==> src/rtl/chaser_fader.sv <==
// Light-chaser trail fader: each LED channel snaps to full brightness when lit
// and then fades linearly, rendered as PWM against a shared free-running counter.
module chaser_fader #(
    parameter int PWM_BITS    = 4,
    parameter int DECAY_TICKS = 8
) (
    input  logic       clk,
    input  logic       reset_n,
    input  logic [4:0] l_in,
    output logic [4:0] pwm_out,
    output logic       onehot_err
);

    localparam logic [PWM_BITS-1:0] MAX      = '1;
    localparam logic [7:0]          PRE_LAST = 8'(DECAY_TICKS - 1);

    logic [PWM_BITS-1:0] pwm_cnt;
    logic [7:0]          pre;
    logic                decay_tick;
    logic [PWM_BITS-1:0] bright [5];

    assign decay_tick = (pre == PRE_LAST);

    always_ff @(posedge clk or negedge reset_n) begin
        if (!reset_n) begin
            pwm_cnt    <= '0;
            pre        <= '0;
            pwm_out    <= '0;
            onehot_err <= 1'b0;
            for (int i = 0; i < 5; i++) begin
                bright[i] <= '0;
            end
        end else begin
            pwm_cnt    <= pwm_cnt + 1'b1;
            pre        <= decay_tick ? 8'd0 : pre + 8'd1;
            onehot_err <= ($countones(l_in) != 1);
            for (int i = 0; i < 5; i++) begin
                pwm_out[i] <= (pwm_cnt < bright[i]);
                // a lit LED wins over a coincident decay step
                if (l_in[i]) begin
                    bright[i] <= MAX;
                end else if (decay_tick && bright[i] != '0) begin
                    bright[i] <= bright[i] - 1'b1;
                end
            end
        end
    end

endmodule

==> config.mk <==
export PLATFORM = sky130hd
export DESIGN_NAME = chaser_fader
export DESIGN_NICKNAME = d
export VERILOG_FILES = /design/src/rtl/chaser_fader.sv
export SDC_FILE = /design/constraint.sdc
export NUM_CORES = 1
export LEC_CHECK = 0
export ABC_CLOCK_PERIOD_IN_PS = 2300
export BUFFER_PORTS_ARGS = -buffer_cell sky130_fd_sc_hd__buf_2
export CAP_MARGIN = 10
export CELL_PAD_IN_SITES_DETAIL_PLACEMENT = 1
export CELL_PAD_IN_SITES_GLOBAL_PLACEMENT = 1
export CORE_MARGIN = 2
export CORE_UTILIZATION = 40
export CTS_BUF_LIST = sky130_fd_sc_hd__clkbuf_16
export DETAILED_ROUTE_END_ITERATION = 8
export PLACE_DENSITY_LB_ADDON = 0.1
export SLEW_MARGIN = 0
export SYNTH_ARGS = -nofsm -noshare
export SYNTH_HDL_FRONTEND = slang
export SYNTH_SLANG_ARGS = --single-unit
==> constraint.sdc <==
create_clock -name clk -period 2.3 [get_ports clk]
set_input_delay 0.23 -clock clk [delete_from_list [all_inputs] [get_ports clk]]
set_output_delay 0.23 -clock clk [all_outputs]
set_load 0.02 [all_outputs]
==> out/qor.yml <==
status: "complete, no violations"
cts_resized: 0
start_util_pct: 41.2
worst_pin_slew_ps: 867
cts_hold_buf: 0
seq_area_frac_synth_pct: 45.5
cts.sinks: 38
hold_path.class: "input pin to async pin"
hold_violations: 0
numCtsBuffers: 5
netlist_instances: 202
drv_slew: 0
final_common_cell: "dfrtp_1"
pin_count: 13
start_kind: "register"
drt_iter0_drc: 62
post_drt_wl_per_cell_um: 16.1
rsz0062_at_grt: "false"
final_nets: 252
antenna_found_initial: 0
firstDrtPassIters: 4
rr_worst_depth: 4
max_freq_ghz: 0.486
fp.dieH_um: 76.3
drc: 0
insertion_delay_ps: 280
rrSetupSlack_ps: 240
mostFrequentLayoutCells: "38 x dfrtp_1, 28 x inv_1, 23 x ha_1, 17 x nor2_1, 12 x buf_2"
num_vias: 1559
cp.required_ps: 2460
fin_worst_skew_ps: 4.48
synth.ff_latch_count: 38
setup_violations: 0
via_per_inst: 5.36
cts_setup_buffers: 0
gp_congestion: 0.780
row_count: 26
tns_ps: 0
yosysWarnings: 0
cts_tree: "yes"
ant_nets: 0
seq_area_um2: 951
worst-setup-path-type: "register to register"
drt_wl_total_um: 4690
io_buffers: 12
n_antenna_cell: 0
crit_path_max_fanout: 6
critPathCaptureType: "register"
final_util_pct: 47.3
grt_pass1_vias: 1682
core_mm2: 0.00507
irDropWorstVdd_mv: 0.399
htreeDepth: 2
place_hpwl_um: 3480
syn-num-nets: 234
arrival_ps: 2210
clkTransAtPathRegs_ps: 60
clockRootBuffer: "clkbuf_16"
drive_above_1_share_pct: 11.3
overflow: 0
grt_pass1_wl_um: 7980
area_delta_synth_final_pct: 14.8
fillerInstances: 593
powerDensity_mw_per_mm2: 637
slew_headroom_pct: 42.2
yosysUniqueCellTypes: 31
grt_start_max_net_pins: 39
max-cap-violations: 0
leakage_nw: 1.24
r2r_start: "pre[4]"
finalCritPeriodShare_pct: 89.4
syn_area_per_cell_um2: 10.4
multi_input_area_mm2: 0.00102
r2r_end: "bright[17]"
die_area_mm2: 0.00582
clk_path_buf_depth: 2
die_w_um: 76.3
grt_use_total_pct: 17.7
min_period_ps: 2060
mappedNetlistArea_mm2: 0.00209
-- worst max-delay path: stages, from the launching register on --
cell and delay [ps]:
dfrtp_1 410, or4_1 730, a311o_1 450, nor3b_1 270, a31oi_1 70
-- registers in the layout, indices dropped and copies added, names as in the netlist --
name	count
pwm_out	5
onehot_err	1
pre	8
pwm_cnt	4
bright	20
-- cell families after synthesis --
group / count (synthesis) / share of synthesized area (%)
compound gates: 48 / 16.4
simple gates: 47 / 11.1
buf+inv: 31 / 5.86
xor+xnor: 13 / 5.45
flops: 38 / 45.5
fa+ha+maj: 25 / 15.7
-- through the flow --
| stage | instance area, um^2 | power (W) | setup slack [ps] | hold WS, ps | std cells |
|---|---|---|---|---|---|
| 6_report | 2400 | 0.00153 | 244 | 63.6 | 291 |
| 5_1_grt | 2400 | 0.00159 | 165 | 124 | 291 |
| 4_1_cts | 2400 | 0.00155 | 231 | 104 | 291 |
| 3_5_place_dp | 2240 | 0.000766 | 167 | 398 | 283 |
| 3_3_place_gp | 2240 | 0.000760 | 239 | 382 | 283 |
| 2_1_floorplan | 2090 | 0.000727 | 437 | -65.6 | 202 |
-- layout make-up --
class	instances	area share (%)
Clock buffer	5	5.21
Timing Repair Buffer	14	3.13
Clock inverter	3	1.67
Inverter	28	4.38
Multi-Input combinational cell	133	42.4
Tap cell	70	3.65
Sequential cell	38	39.6
-- cells in the mapped netlist (all sizes together) --
library cell / number / area [um^2]
dfrtp: 38 / 951
inv: 28 / 105
ha: 23 / 288
nor2: 18 / 70.1
a31oi: 11 / 68.8
xnor2: 11 / 96.3
a211oi: 9 / 67.6
nand2: 9 / 33.8
a21boi: 5 / 37.5
nand3: 5 / 25.0
nor3: 5 / 25.0
o21ai: 5 / 25.0
o2bb2ai: 5 / 43.8
a21oi: 4 / 20.0
a311o: 4 / 40.0
buf: 3 / 17.5
nor3b: 3 / 27.5
o211ai: 3 / 22.5
and3: 2 / 12.5
fa: 2 / 40.0
or3: 2 / 17.5
xor2: 2 / 17.5
a21o: 1 / 7.51
a41o: 1 / 10.0
nand3b: 1 / 7.51
nor2b: 1 / 6.26
or4: 1 / 7.51
-- report_power, final --
part	leakage [nW]	switching (W)	total, W	internal [W]
Clock	0.0836	0.000269	0.000776	0.000507
Sequential	0.396	0.00000588	0.000683	0.000677
Combinational	0.763	0.0000480	0.0000703	0.0000223
-- worst max-delay path by stage --
stage | startpoint | to | slack (ps) | depth (start not counted)
global placement | l_in[0] | onehot_err | 240 | 7
floorplan | l_in[0] | onehot_err | 440 | 6
detailed placement | l_in[0] | onehot_err | 170 | 7
CTS | pre[4] | bright[17] | 230 | 4
global route | pre[4] | bright[17] | 170 | 4
finish | pre[4] | bright[17] | 240 | 4
-- metal layers --
layer / global-route usage [%] / share of wire (%) / up-vias / wire [um]
li1: - / - / 749 / -
met1: 21.4 / 45 / 786 / 2110
met2: 30.5 / 51 / 16 / 2390
met3: 4.27 / 2.3 / 8 / 108
met4: 6.36 / 1.8 / 0 / 85
met5: 0 / 0 / - / 0
No activity file was read; power rests on OpenSTA's default activity.
